### config.mk
export PLATFORM = sky130hd
export DESIGN_NAME = acc_reg_sat
export DESIGN_NICKNAME = d
export VERILOG_FILES = /design/src/rtl/acc_reg_sat.sv
export SDC_FILE = /design/constraint.sdc
export NUM_CORES = 1
export LEC_CHECK = 0
export ABC_AREA = 0
export CAP_MARGIN = 20
export CORE_MARGIN = 2
export CORE_UTILIZATION = 40
export DETAILED_ROUTE_END_ITERATION = 8
export PLACE_DENSITY = 0.73
export SLEW_MARGIN = 20
export SYNTH_ARGS = -nofsm -noshare
export SYNTH_HDL_FRONTEND = slang
export SYNTH_SLANG_ARGS = --single-unit
### constraint.sdc
create_clock -name clk -period 2.6 [get_ports clk]
set_input_delay 0.52 -clock clk [delete_from_list [all_inputs] [get_ports clk]]
set_output_delay 0.52 -clock clk [all_outputs]
set_load 0.005 [all_outputs]
### src/rtl/acc_reg_sat.sv
// Registered accumulator with wrap or saturating addition, a sticky overflow
// flag and a saturating count of overflow events.
module acc_reg_sat #(
   parameter int WIDTH = 6,
   parameter int CNT_W = 4
) (
   input  logic             clk,
   input  logic             i_rst_n,
   input  logic             i_clr,
   input  logic             i_load,
   input  logic             i_valid,
   input  logic             i_sat_mode,
   input  logic [WIDTH-1:0] i_data,
   output logic [WIDTH-1:0] o_data,
   output logic [WIDTH-1:0] o_feedback,
   output logic             o_carry,
   output logic             o_overflow,
   output logic [CNT_W-1:0] o_ovf_count,
   output logic             o_valid
);

   localparam logic [CNT_W-1:0] CNT_MAX = '1;

   logic [WIDTH-1:0] r_acc;
   logic             r_carry;
   logic             r_ovf;
   logic [CNT_W-1:0] r_ovfCount;
   logic             r_valid;

   logic [WIDTH:0]   w_sum;
   logic             w_carry;

   assign w_sum   = {1'b0, r_acc} + {1'b0, i_data};
   assign w_carry = w_sum[WIDTH];

   // Clear beats load beats accumulate; a coincident addend is simply dropped.
   always_ff @(posedge clk or negedge i_rst_n) begin
      if (!i_rst_n) begin
         r_acc      <= '0;
         r_carry    <= 1'b0;
         r_ovf      <= 1'b0;
         r_ovfCount <= '0;
         r_valid    <= 1'b0;
      end else if (i_clr) begin
         r_acc      <= '0;
         r_carry    <= 1'b0;
         r_ovf      <= 1'b0;
         r_ovfCount <= '0;
         r_valid    <= 1'b0;
      end else if (i_load) begin
         r_acc   <= i_data;
         r_carry <= 1'b0;
         r_valid <= 1'b1;
      end else if (i_valid) begin
         r_valid <= 1'b1;
         r_carry <= w_carry;
         if (w_carry && i_sat_mode) begin
            r_acc <= '1;
         end else begin
            r_acc <= w_sum[WIDTH-1:0];
         end
         if (w_carry) begin
            r_ovf <= 1'b1;
            if (r_ovfCount != CNT_MAX) begin
               r_ovfCount <= r_ovfCount + 1'b1;
            end
         end
      end else begin
         r_valid <= 1'b0;
      end
   end

   assign o_data      = r_acc;
   assign o_feedback  = r_acc;
   assign o_carry     = r_carry;
   assign o_overflow  = r_ovf;
   assign o_ovf_count = r_ovfCount;
   assign o_valid     = r_valid;

endmodule

# --- Word level (Yosys, flattened, before mapping) ---
# Cells that the tools add are included.
classes:
  add_sub_neg: 2
  n_mul: 0
  div_mod_pow: 0
  order_cmp: 0
  eq_ne: 2
  n_shift: 0
  muxes: 19
  bitwise_logic: 0
  n_reduce_logical: 7
op_table:
  columns: ["cell", "count"]
  rows:
  - ["$mux W6", 4]
  - ["$mux W4", 5]
  - ["$mux W1", 10]
  - ["$add A6 B6 Y7", 1]
  - ["$reduce_bool A2 Y1", 3]
  - ["$add A4 B1 Y4 const B", 1]
  - ["$ne A4 B4 Y1 const B", 1]
  - ["$reduce_and A4 Y1", 1]
  - ["$reduce_and A3 Y1", 1]
  - ["$reduce_bool A3 Y1", 1]
  - ["$ne A2 B2 Y1 const B", 1]
  - ["$logic_and A1 B1 Y1", 1]
word_totals:
  ff_bits: 13
  latch_bits: 0
  ramBits: 0
  rom_bits: 0
  in_bits: 12
  out_inout_bits: 19
  wordCells: 35
  n_memories: 0

# --- Logic depth before layout (Yosys ltp) ---
depth:
  depth_word: 6
  mapped_depth: 7
  depth_no_buf: 7

# --- Worst setup path before layout ---
# Ideal clock, no wire load.
synth_timing:
  kind: "in2reg"
  start: "input i_data[0]"
  end: "register r_acc[0] (netlist: o_data[0])"
  setup_time_ps: 125
  t_arrival_ps: 1899
  t_required_ps: 2475
  slack_ps: 576
  stages: 7
  n_path_buf: 0
  cell_sequence: "ha_1 fa_1 nand3_1 nand2_1 a221o_1 o221ai_1 nand2_1"
synth_between:
  elab_chain_cells: 6
synth_rtl:
  columns: ["element", "line_no", "text"]
  rows:
  - ["start, declared", "13", "input logic [WIDTH-1:0] i_data,"]
  - ["$add A6 B6 Y7", "33", "assign w_sum = {1'b0, r_acc} + {1'b0, i_data};"]
  - ["$logic_and A1 B1 Y1", "57", "if (w_carry && i_sat_mode) begin"]
  - ["$mux W6", "57", null]
  - ["$mux W6", "54", "end else if (i_valid) begin"]
  - ["$mux W6 *", "50", "end else if (i_load) begin"]
  - ["$mux W6 *", "44", "end else if (i_clr) begin"]
  - ["end signal, assigned", "51", "r_acc <= i_data;"]
  - ["end signal, assigned", "60", "r_acc <= w_sum[WIDTH-1:0];"]
  - ["end, declared", "24", "logic [WIDTH-1:0] r_acc;"]
# Mark *: on every way between the ends. The rest lies on a longest branch, timed or not. The select of a mux whose other input is x is not followed.
# A chain may end at the register's enable or synchronous reset.

# --- Worst setup path after layout ---
layout_timing:
  start: "input i_data[0]"
  end: "register r_acc[2] (netlist: o_data[2])"
layout_between:
  elab_chain_cells: 6
layout_rtl:
  columns: ["element", "line_no"]
  rows:
  - ["$add A6 B6 Y7 *", "33"]
  - ["$logic_and A1 B1 Y1", "57"]
  - ["$mux W6 *", "57"]
  - ["$mux W6 *", "54"]
  - ["$mux W6 *", "50"]
  - ["$mux W6 *", "44"]
# Marks and branches as above.

==> flow_metrics.tcl <==
set metrics [dict create \
    grt_first_pass_wirelength_mm 3.236 \
    power.leakage_nw 0.5385 \
    tightest_slew_ps 603.4 \
    fin_skew_ps 3.160 \
    end_kind "flip-flop" \
    max_cap_viol_count 0 \
    power.net_switching_uw 171.4 \
    area_leader_netlist "sky130_fd_sc_hd__dfrtp_1" \
    grt_pass1_vias 738 \
    ctsHtreeMaxLevel 1 \
    min_period_ps 2311 \
    setup_fix_buffers_added_after_clock_tree_synthesis 0 \
    synth_top_area_share_pct 38.40 \
    insertedDiodeCount 0 \
    grt_start_max_net_pins 14 \
    synthesis.nets 110 \
    critPathMaxFanout 6 \
    share_comb_of_total_power_pct 33.3 \
    dp.cells 142 \
    firstDrtPassIters 4 \
    synth_cell_type_count 28 \
    placedInstanceArea_sq_mm 0.001147 \
    chipHeight_microns 50.02 \
    cts_tree "built" \
    floorplan.core_area_sq_mm 0.001982 \
    most_common_flop_cell_mapped_by_yosys "sky130_fd_sc_hd__dfrtp_1" \
    syn_inst 90 \
    grt_setup_unrepaired "no" \
    intPower_uw 377.9 \
    max-slew-margin-rel_pct 59.65 \
    final_hold_viol_count 0 \
    power.density_mw_per_mm2 467.5 \
    fraction_of_power_consumed_by_sequential_logic_pct 41.9 \
    finalSetupTns_ps 0 \
    critical_path.max_stage_delay_ps 420 \
    gr-total-overflow 0 \
    grt_use_total_pct 17.14 \
    synth_seq_cells 13 \
    clock_transition_at_the_registers_of_the_reported_paths_ps 90 \
    number_of_flops_mapped_to_enable_cells_by_yosys 0 \
    ctsHoldBuffers 0 \
    cts_repair_resize_count 0 \
    dp_hpwl_mm 1.456 \
    critPathLaunchType "primary input" \
    timing.critical_path.arrival_ps 2490 \
    drc_errors 0 \
    die_area_sq_mm 0.002502 \
    postRouteWirelength_mm 1.925 \
    io_pins 31 \
    drive_gt1_share_pct 8.403 \
    clock_path_buffers 2 \
    worst_ir_drop_vdd_uv 339.0 \
    timing.critical_path.slowest_stage_cell "sky130_fd_sc_hd__clkdlybuf4s50_1" \
    initial_utilization_pct 42.74 \
    cts_num_sinks 13 \
    detailroute.via_count 791 \
    placementRows 16 \
    finalSetupViolations 0 \
    ys_top_cells_by_count "13 x sky130_fd_sc_hd__dfrtp_1, 13 x sky130_fd_sc_hd__nand2_1, 7 x sky130_fd_sc_hd__ha_1" \
    clock_latency_of_the_later_clocked_register_in_the_worst_skew_pair_ps 290 \
    nNetsFinal 140 \
    cts.root.buffer_cell "sky130_fd_sc_hd__clkbuf_4" \
    fin_area_sq_mm 0.001175 \
    port-buffer-count 30 \
    worst-setup-path-type "in2reg" \
    fin_total_pwr_uw 549.3 \
    ant_nets 0 \
    antenna_violations_before_repair 0 \
    critPathMostFrequentCell "sky130_fd_sc_hd__nand2_1" \
    synthArstFlopShare_pct 100.0 \
    power.switching_fraction_pct 31.20 \
    crit_path_cell_trace "clkdlybuf4s50_1 -> ha_1 -> fa_1 -> nand3_1 -> nand2_1 -> a221o_1 -> o221ai_1 -> nand2_1" \
    timing.final.crit_share_pct 88.89 \
    min_path_type "reg2reg" \
    netlist_area_sq_um 847.1 \
    synth-warning-count 0 \
    ys_top_cells_by_area "sky130_fd_sc_hd__dfrtp_1 38%, sky130_fd_sc_hd__ha_1 10%, sky130_fd_sc_hd__nand2_1 5.8%, sky130_fd_sc_hd__buf_4 5.3%, sky130_fd_sc_hd__o221ai_1 5.2%" \
    drtIter0Drc 19 \
    gpl.final_weighted_congestion 0.8298 \
    power_frac_clock_pct 24.8 \
    die_width_microns 50.02 \
    post_synth.cell_area_avg_sq_um 9.412 \
    route.detailed.vias_per_inst 5.418 \
    drv_slew 0 \
    flow.area_growth_from_synthesis_pct 38.70 \
    ys_seq_area_share_pct 38.40 \
    outcome "complete, no violations" \
    cp_data_required_time_ps 2780 \
    max_freq_mhz 432.7 \
    route.detailed.wl_per_inst_microns 13.18 \
    tritoncts.num_buffers 3 \
    finalNonFillerCells 146 \
]
[layer usage]
metal	part of all wire [%]	vias to the layer above	track usage, %	wire, microns
met5	0	-	0	0
met4	0.52	0	6.944	10
met3	7.8	2	7.576	150
met2	47	34	26.54	905
met1	45	378	20.53	858
li1	-	377	-	-
[through the flow]
stage | hold slack [ps] | utilization, % | worst slack (ps)
after global routing | 562.1 | 59.28 | 159.4
after floorplan | 224.4 | - | 576.4
after detailed placement | 513.0 | 57.89 | 4.673
final | 527.7 | 59.28 | 288.9
after CTS | 536.3 | 59.28 | 309.1
after global placement | 505.8 | 57.89 | 25.05
[final timing paths]
kind | start | to | slack (ps) | cells past startpoint
max | i_data[0] | o_data[2]$_DFFE_PN0P_ | 290 | 8
min | o_overflow$_DFFE_PN0P_ | o_overflow$_DFFE_PN0P_ | 530 | 2
max reg2reg | o_data[0]$_DFFE_PN0P_ | o_data[2]$_DFFE_PN0P_ | 540 | 7
min reg2reg | o_overflow$_DFFE_PN0P_ | o_overflow$_DFFE_PN0P_ | 530 | 2
max in group asynchronous | i_rst_n | o_ovf_count[2]$_DFFE_PN0P_ | 1610 | 1
min in group asynchronous | i_rst_n | o_data[4]$_DFFE_PN0P_ | 600 | 1
[cell type report]
class	instances	area, sq um
fill	170	807.0
clock inverter	1	5.005
sequential	13	325.3
tap	27	33.78
timing repair buffer	32	315.3
inverter	3	11.26
clock buffer	3	22.52
multi-input combinational	67	461.7
[flip-flops by register name, summed over array words and instances (netlist names)]
name / count
o_data: 6
o_overflow: 1
o_carry: 1
o_valid: 1
o_ovf_count: 4
[power by group through the flow]
stage / Clock (mW) / Sequential, mW / Combinational [mW]
after floorplan: 0 / 0.234 / 0.103
after global placement: 0 / 0.234 / 0.182
after detailed placement: 0 / 0.235 / 0.184
after CTS: 0.142 / 0.230 / 0.185
after global routing: 0.149 / 0.233 / 0.203
final: 0.136 / 0.230 / 0.183
[worst max-delay path, delay by kind of cell]
kind,cells,cell delay (ps)
buffers and inverters,1,420
and+or+nand+nor,3,280
AOI/OAI and AO/OA,2,620
adders and majority gates,2,640
[kinds of logic (layout without fill, tap and decap cells)]
| kind of cell | count (synthesis) | after routing | share of synthesized area [%] |
|---|---|---|---|
| fa+ha+maj | 8 | 8 | 12.70 |
| xor+xnor | 4 | 4 | 4.137 |
| compound gates | 25 | 25 | 21.27 |
| buf+inv | 10 | 39 | 7.089 |
| flops | 13 | 13 | 38.40 |
| simple gates | 29 | 29 | 15.21 |
| mux | 1 | 1 | 1.182 |
[layout by cell type (no fill, tap or decap)]
master                             n
sky130_fd_sc_hd__and2b_1           1
sky130_fd_sc_hd__mux2i_1           1
sky130_fd_sc_hd__xor2_1            3
sky130_fd_sc_hd__nor2_1            6
sky130_fd_sc_hd__and3_1            1
sky130_fd_sc_hd__o211ai_2          1
sky130_fd_sc_hd__buf_4             2
sky130_fd_sc_hd__or3_1             2
sky130_fd_sc_hd__o21ai_0           6
sky130_fd_sc_hd__a21oi_2           1
sky130_fd_sc_hd__nand2_1          13
sky130_fd_sc_hd__nand3_1           4
sky130_fd_sc_hd__dfrtp_1          13
sky130_fd_sc_hd__clkbuf_4          3
sky130_fd_sc_hd__clkdlybuf4s50_1  30
sky130_fd_sc_hd__a2111oi_0         1
sky130_fd_sc_hd__ha_1              7
sky130_fd_sc_hd__clkinv_2          1
sky130_fd_sc_hd__a21o_2            1
sky130_fd_sc_hd__o221ai_1          5
sky130_fd_sc_hd__a211o_1           2
sky130_fd_sc_hd__a21oi_1           5
sky130_fd_sc_hd__nor3_1            1
sky130_fd_sc_hd__inv_1             3
sky130_fd_sc_hd__a21o_1            1
sky130_fd_sc_hd__xnor2_1           1
sky130_fd_sc_hd__o21a_1            1
sky130_fd_sc_hd__or2_2             1
sky130_fd_sc_hd__fa_1              1
sky130_fd_sc_hd__a221o_1           1
No activity file was read; power rests on OpenSTA's default activity.
